**config.mk**
```make
export PLATFORM = sky130hd
export DESIGN_NAME = core_bus_avl_bridge_flat
export DESIGN_NICKNAME = d
export VERILOG_FILES = /design/src/rtl/core_bus_pkg.sv /design/src/rtl/core_bus_avl_bridge_if.sv /design/src/rtl/core_bus_avl_bridge.sv /design/src/flat_wrapper.sv
export SDC_FILE = /design/constraint.sdc
export NUM_CORES = 1
export LEC_CHECK = 0
export CORE_MARGIN = 8
export CORE_UTILIZATION = 41
export CTS_BUF_LIST = sky130_fd_sc_hd__clkbuf_4 sky130_fd_sc_hd__clkbuf_8
export DETAILED_ROUTE_END_ITERATION = 7
export PLACE_DENSITY = 0.81
export SYNTH_ARGS = -nofsm -noshare
export SYNTH_HDL_FRONTEND = slang
export SYNTH_SLANG_ARGS = --single-unit
```
**constraint.sdc**
```tcl
create_clock -name clk -period 2.5 [get_ports clk]
set_clock_uncertainty 0.1 [all_clocks]
set_input_delay 0.5 -clock clk [delete_from_list [all_inputs] [get_ports clk]]
set_output_delay 0.5 -clock clk [all_outputs]
set_load 0.02 [all_outputs]
```
**src/rtl/core_bus_pkg.sv**
```systemverilog
// Shared types and constants for the arm810 core-bus to Avalon-MM bridge.
package core_bus_pkg;

   typedef enum logic [1:0] {
      ST_IDLE  = 2'd0,
      ST_CMD   = 2'd1,
      ST_RDATA = 2'd2,
      ST_DONE  = 2'd3
   } core_bus_state_t;

   typedef logic [31:0] word_t;
   typedef logic [29:0] word_addr_t;

   localparam logic [3:0] AVL_BE_ALL = 4'hF;

endpackage

```
**src/rtl/core_bus_avl_bridge_if.sv**
```systemverilog
// Core-bus request/completion signals plus the Avalon-MM master port of the bridge.
interface core_bus_avl_bridge_if;
   import core_bus_pkg::*;

   // Core side: bus_start is a one-cycle request strobe that qualifies addr/write/data_wr;
   // bus_ready is a one-cycle completion pulse that qualifies data_rd and fault.
   // Avalon side: a command is accepted in the cycle avl_waitrequest is low while
   // avl_read/avl_write is high; avl_readdatavalid qualifies avl_readdata.
   word_addr_t bus_addr;
   logic       bus_write;
   word_t      bus_data_wr;
   logic       bus_start;
   logic       bus_ready;
   word_t      bus_data_rd;
   logic       bus_fault;

   word_t      avl_address;
   logic       avl_read;
   logic       avl_write;
   word_t      avl_writedata;
   logic [3:0] avl_byteenable;
   logic       avl_waitrequest;
   word_t      avl_readdata;
   logic       avl_readdatavalid;

   modport slave (
      input  bus_addr, bus_write, bus_data_wr, bus_start,
      output bus_ready, bus_data_rd, bus_fault,
      output avl_address, avl_read, avl_write, avl_writedata, avl_byteenable,
      input  avl_waitrequest, avl_readdata, avl_readdatavalid
   );

   modport master (
      output bus_addr, bus_write, bus_data_wr, bus_start,
      input  bus_ready, bus_data_rd, bus_fault,
      input  avl_address, avl_read, avl_write, avl_writedata, avl_byteenable,
      output avl_waitrequest, avl_readdata, avl_readdatavalid
   );

endinterface

```
**src/rtl/core_bus_avl_bridge.sv**
```systemverilog
// Translates each core-bus transaction into one Avalon-MM access, with a read-response
// timeout that faults the core transaction and discards the late response.
module core_bus_avl_bridge
   import core_bus_pkg::*;
#(
   parameter int TIMEOUT = 1024
) (
   input  logic                 clk,
   input  logic                 rst,
   core_bus_avl_bridge_if.slave bus,
   output core_bus_state_t      dbg_state
);

   localparam int            CW      = (TIMEOUT > 0) ? $clog2(TIMEOUT + 1) : 1;
   localparam logic [CW-1:0] TO_LAST = CW'(TIMEOUT);
   localparam bit            TO_EN   = (TIMEOUT > 0);

   core_bus_state_t state_q, state_d;
   logic            cmd_rd_q, cmd_rd_d;
   logic            cmd_wr_q, cmd_wr_d;
   logic            ready_q, ready_d;
   logic            fault_q, fault_d;
   word_t           rdata_q, rdata_d;
   logic            drop_q, drop_d;
   logic            pend_q, pend_d;
   word_addr_t      addr_q, addr_d;
   word_t           wdata_q, wdata_d;
   logic            is_write_q, is_write_d;
   logic [CW-1:0]   cnt_q, cnt_d;
   logic            go;
   logic            go_write;

   always_comb begin
      state_d    = state_q;
      cmd_rd_d   = cmd_rd_q;
      cmd_wr_d   = cmd_wr_q;
      ready_d    = 1'b0;
      fault_d    = 1'b0;
      rdata_d    = rdata_q;
      drop_d     = drop_q;
      pend_d     = pend_q;
      addr_d     = addr_q;
      wdata_d    = wdata_q;
      is_write_d = is_write_q;
      cnt_d      = '0;
      go         = 1'b0;
      go_write   = 1'b0;

      // Any response while a drop is owed belongs to the timed-out read.
      if (bus.avl_readdatavalid) drop_d = 1'b0;

      case (state_q)
         ST_IDLE: begin
            if (bus.bus_start && !pend_q) begin
               addr_d     = bus.bus_addr;
               wdata_d    = bus.bus_data_wr;
               is_write_d = bus.bus_write;
            end
            go       = bus.bus_start || pend_q;
            go_write = pend_q ? is_write_q : bus.bus_write;
            if (go) begin
               if (drop_q && !bus.avl_readdatavalid) begin
                  pend_d = 1'b1;
               end else begin
                  pend_d   = 1'b0;
                  cmd_wr_d = go_write;
                  cmd_rd_d = !go_write;
                  state_d  = ST_CMD;
               end
            end
         end
         ST_CMD: begin
            if (!bus.avl_waitrequest) begin
               cmd_rd_d = 1'b0;
               cmd_wr_d = 1'b0;
               if (is_write_q) begin
                  ready_d = 1'b1;
                  state_d = ST_DONE;
               end else begin
                  state_d = ST_RDATA;
               end
            end
         end
         ST_RDATA: begin
            if (bus.avl_readdatavalid) begin
               rdata_d = bus.avl_readdata;
               ready_d = 1'b1;
               state_d = ST_DONE;
            end else if (TO_EN && cnt_q == TO_LAST) begin
               rdata_d = '0;
               fault_d = 1'b1;
               ready_d = 1'b1;
               drop_d  = 1'b1;
               state_d = ST_DONE;
            end else if (cnt_q != '1) begin
               cnt_d = cnt_q + 1'b1;
            end else begin
               cnt_d = cnt_q;
            end
         end
         ST_DONE: state_d = ST_IDLE;
         default: state_d = ST_IDLE;
      endcase
   end

   always_ff @(posedge clk) begin
      if (rst) begin
         state_q    <= ST_IDLE;
         cmd_rd_q   <= 1'b0;
         cmd_wr_q   <= 1'b0;
         ready_q    <= 1'b0;
         fault_q    <= 1'b0;
         rdata_q    <= '0;
         drop_q     <= 1'b0;
         pend_q     <= 1'b0;
         addr_q     <= '0;
         wdata_q    <= '0;
         is_write_q <= 1'b0;
         cnt_q      <= '0;
      end else begin
         state_q    <= state_d;
         cmd_rd_q   <= cmd_rd_d;
         cmd_wr_q   <= cmd_wr_d;
         ready_q    <= ready_d;
         fault_q    <= fault_d;
         rdata_q    <= rdata_d;
         drop_q     <= drop_d;
         pend_q     <= pend_d;
         addr_q     <= addr_d;
         wdata_q    <= wdata_d;
         is_write_q <= is_write_d;
         cnt_q      <= cnt_d;
      end
   end

   assign bus.bus_ready      = ready_q;
   assign bus.bus_fault      = fault_q;
   assign bus.bus_data_rd    = rdata_q;
   assign bus.avl_address    = {addr_q, 2'b00};
   assign bus.avl_read       = cmd_rd_q;
   assign bus.avl_write      = cmd_wr_q;
   assign bus.avl_writedata  = wdata_q;
   assign bus.avl_byteenable = AVL_BE_ALL;
   assign dbg_state          = state_q;

   // A new request while a transaction is in flight is dropped by the FSM.
   start_only_when_idle: assert property (@(posedge clk) disable iff (rst)
      !(bus.bus_start && state_q != ST_IDLE));

endmodule
```
**src/flat_wrapper.sv**
```systemverilog
// flat-port wrapper written by rule: the top's interface ports become plain ports
module core_bus_avl_bridge_flat import core_bus_pkg::*;
#(
   parameter int TIMEOUT = 1024
)
  (clk, rst, dbg_state, bus_bus_addr, bus_bus_write, bus_bus_data_wr, bus_bus_start, bus_bus_ready, bus_bus_data_rd, bus_bus_fault, bus_avl_address, bus_avl_read, bus_avl_write, bus_avl_writedata, bus_avl_byteenable, bus_avl_waitrequest, bus_avl_readdata, bus_avl_readdatavalid);
  core_bus_avl_bridge_if bus_i ();
  input  logic clk;
  input  logic rst;
  output core_bus_state_t dbg_state;
  input wire logic [$bits(bus_i.bus_addr)-1:0] bus_bus_addr;
  input wire logic [$bits(bus_i.bus_write)-1:0] bus_bus_write;
  input wire logic [$bits(bus_i.bus_data_wr)-1:0] bus_bus_data_wr;
  input wire logic [$bits(bus_i.bus_start)-1:0] bus_bus_start;
  output wire logic [$bits(bus_i.bus_ready)-1:0] bus_bus_ready;
  output wire logic [$bits(bus_i.bus_data_rd)-1:0] bus_bus_data_rd;
  output wire logic [$bits(bus_i.bus_fault)-1:0] bus_bus_fault;
  output wire logic [$bits(bus_i.avl_address)-1:0] bus_avl_address;
  output wire logic [$bits(bus_i.avl_read)-1:0] bus_avl_read;
  output wire logic [$bits(bus_i.avl_write)-1:0] bus_avl_write;
  output wire logic [$bits(bus_i.avl_writedata)-1:0] bus_avl_writedata;
  output wire logic [$bits(bus_i.avl_byteenable)-1:0] bus_avl_byteenable;
  input wire logic [$bits(bus_i.avl_waitrequest)-1:0] bus_avl_waitrequest;
  input wire logic [$bits(bus_i.avl_readdata)-1:0] bus_avl_readdata;
  input wire logic [$bits(bus_i.avl_readdatavalid)-1:0] bus_avl_readdatavalid;
  assign bus_i.bus_addr = bus_bus_addr;
  assign bus_i.bus_write = bus_bus_write;
  assign bus_i.bus_data_wr = bus_bus_data_wr;
  assign bus_i.bus_start = bus_bus_start;
  assign bus_bus_ready = bus_i.bus_ready;
  assign bus_bus_data_rd = bus_i.bus_data_rd;
  assign bus_bus_fault = bus_i.bus_fault;
  assign bus_avl_address = bus_i.avl_address;
  assign bus_avl_read = bus_i.avl_read;
  assign bus_avl_write = bus_i.avl_write;
  assign bus_avl_writedata = bus_i.avl_writedata;
  assign bus_avl_byteenable = bus_i.avl_byteenable;
  assign bus_i.avl_waitrequest = bus_avl_waitrequest;
  assign bus_i.avl_readdata = bus_avl_readdata;
  assign bus_i.avl_readdatavalid = bus_avl_readdatavalid;
  core_bus_avl_bridge #(.TIMEOUT(TIMEOUT)) u_core (.clk(clk), .rst(rst), .bus(bus_i), .dbg_state(dbg_state));
endmodule
```
==> results.cfg <==
[synthesis]
synth_cell_types = 38
yosysWarnings = 0
async_flop_share = 0
synth.top_cell.area_share = 0.549
synth_ff_type = dfxtp_1
syn_area_per_cell_um2 = 8.84
syn_inst = 470
yosys.area.top_type = dfxtp_1
synth_top_cells_by_area = dfxtp_1 55%, nand2_1 12%, a21oi_1 9.2%
syn-cell-area_um2 = 4160
ys_seq_elements = 114
yosysSeqAreaShare = 0.549
synth_edf_count = 0

[floorplanning]
core_area_um2 = 9820
ios = 206
rows = 36
initial_core_util = 0.423
die_w_um = 117
fp.dieH_um = 117
die_area_um2 = 13600

[status]
status = finished, final reports clean

[worst_hold_path]
hp-start = rst
hold_depth = 2
min_to = u_core.drop_q$_SDFF_PP0_
hp-class = in -> reg

[setup_path]
cp.arrival_ps = 1490
start_kind = flop
cp_cell_sequence = clkdlybuf4s50_1
crit_path_top_delay_cell = clkdlybuf4s50_1
reg2reg_slack_ps = 510
path_class = reg -> out
slowest_delay_ps = 680
worstRegToRegCells = 6
path_max_fanout = 4
reg2reg_from = u_core.cnt_q[0]$_SDFFE_PP0P_
end_kind = output pin
cp.required_ps = 1900
path_buf_inv = 1
timing.rr.end = u_core.dbg_state[0]$_SDFFE_PP0P_
path_delay_family = buffers and inverters

[cts]
clockBufferDepth = 2
post_cts_resized = 0
htree_num_levels = 4
clock-sinks = 114
clockRootBuffer = clkbuf_8
clkLatencyLatePin_ps = 420
cts_buffers = 17
clk_pin_slew_ps = 60
cts_tree = done
cts_hold_buf = 0
post-cts-setup-buffers = 0

[sta]
rsz0062_at_grt = false
tightest_slew_ps = 676
setup_viol_count_final = 0
clock.fmax_mhz = 478
drv_slew = 0
finalSetupTns_ps = 0
min_period_ps = 2090
period_share = 0.836
relSlewSlack = 0.550
hold_viol = 0

[placement]
globalplace.congestion = 0.831
portBuffers = 199
dp_hpwl_um = 9690
dp.cells = 778

[grt]
track_usage = 0.193
grt_pass1_wl_um = 20300
overflow = 0
grt_max_degree = 67
grt_pass1_vias = 4151
antenna_found_initial = 0

[finish]
fin_util = 0.679
layout-drive-gt1-share = 0.0696
final_cell_count_no_fill = 808
n_antenna_cell = 0
synthToLayoutAreaGrowth_pct = 60.6
nets = 770
layout_common_cells = 198 x clkdlybuf4s50_1, 136 x nand2_1, 114 x dfxtp_1
final_common_cell = clkdlybuf4s50_1

[job]
cap_violations = 0

[routing]
dr_total_vias = 3968
viasPerCell = 4.91
post-route-drc-count = 0
drt_first_pass_iters = 4
antenna_left = 0
wire_per_inst_um = 16.0
drt-initial-drc-count = 247
wirelength_um = 13000

[power]
p_leak_nw = 2.46
peakVddDrop_mv = 0.425
power_density_nw_per_um2 = 936
-- Yosys cell counts, types with 2 or more instances --
cell type	count
or4_1	3
o31ai_1	4
xnor2_1	4
nor4b_4	2
buf_2	3
clkbuf_1	25
o21ai_0	2
dfxtp_1	114
inv_1	4
conb_1	2
or3_1	3
nand2b_1	4
nand2_1	136
ha_1	6
nor3_1	4
buf_4	6
a22o_1	32
nor3b_1	2
nor2_1	17
a21oi_1	76
nand3_1	4
-- cells by family after synthesis --
group           Yosys count  synth area share
fa+ha+maj                 6            0.0181
compound gates          120             0.180
other cells               2           0.00181
mux                       1           0.00241
flops                   114             0.549
buf+inv                  38            0.0406
xor+xnor                  4           0.00843
simple gates            185             0.199
-- worst register-to-register path, cell delays in order (launching register included) --
cell and delay (ps):
dfxtp_1 330, inv_1 90, ha_1 160, nor4b_4 260
a31oi_1 170, or4_1 550, a221oi_1 240
-- flip-flops by register name, indices dropped and copies added, names as in the netlist --
name and count:
u_core.addr_q 30, u_core.bus.avl_read 1, u_core.bus.avl_write 1, u_core.bus.avl_writedata 32, u_core.bus.bus_data_rd 32, u_core.bus.bus_fault 1, u_core.bus.bus_ready 1, u_core.cnt_q 11
u_core.dbg_state 2, u_core.drop_q 1, u_core.is_write_q 1, u_core.pend_q 1
-- routing by layer --
metal / wire length [um] / global-route usage / share of wire
met3: 1570 / 0.111 / 0.12
met1: 4800 / 0.192 / 0.37
met4: 403 / 0.109 / 0.031
met5: 0 / 0 / 0
met2: 6170 / 0.314 / 0.48
-- how the worst max path moves through the flow --
stage / start / to / slack [ps] / cells past startpoint
after floorplan: u_core.dbg_state[0]$_SDFFE_PP0P_ / u_core.dbg_state[0]$_SDFFE_PP0P_ / 580 / 6
after global placement: bus_avl_readdatavalid / u_core.dbg_state[0]$_SDFFE_PP0P_ / 260 / 5
after detailed placement: bus_avl_readdatavalid / u_core.dbg_state[0]$_SDFFE_PP0P_ / 200 / 5
after CTS: u_core.dbg_state[1]$_SDFFE_PP0P_ / dbg_state[1] / 400 / 1
after global routing: u_core.cnt_q[0]$_SDFFE_PP0P_ / u_core.dbg_state[0]$_SDFFE_PP0P_ / 310 / 6
final: u_core.dbg_state[1]$_SDFFE_PP0P_ / dbg_state[1] / 410 / 1
-- cell type report --
cell class / count / area, um^2
Tap cell: 133 / 166
Sequential cell: 114 / 2280
Fill cell: 801 / 3150
Timing Repair Buffer: 205 / 2060
Clock buffer: 19 / 255
Multi-Input combinational cell: 322 / 1730
Clock inverter: 11 / 163
Inverter: 4 / 15.0
-- power by group --
group          internal, mW  switching (mW)
clock                  1.10           0.719
combinational         0.960            1.18
sequential             2.12           0.166
-- through the flow --
| stage | instance area [um^2] | setup WS, ps | total power, mW | hold WS (ps) |
|---|---|---|---|---|
| after floorplan | 4170 | 584 | 3.45 | 349 |
| after global placement | 6250 | 259 | 4.40 | 341 |
| after detailed placement | 6250 | 203 | 4.47 | 346 |
| after CTS | 6670 | 397 | 6.30 | 245 |
| after global routing | 6670 | 310 | 6.61 | 255 |
| final | 6670 | 409 | 6.24 | 277 |
Note: power is estimated with default switching activity, not from simulation.
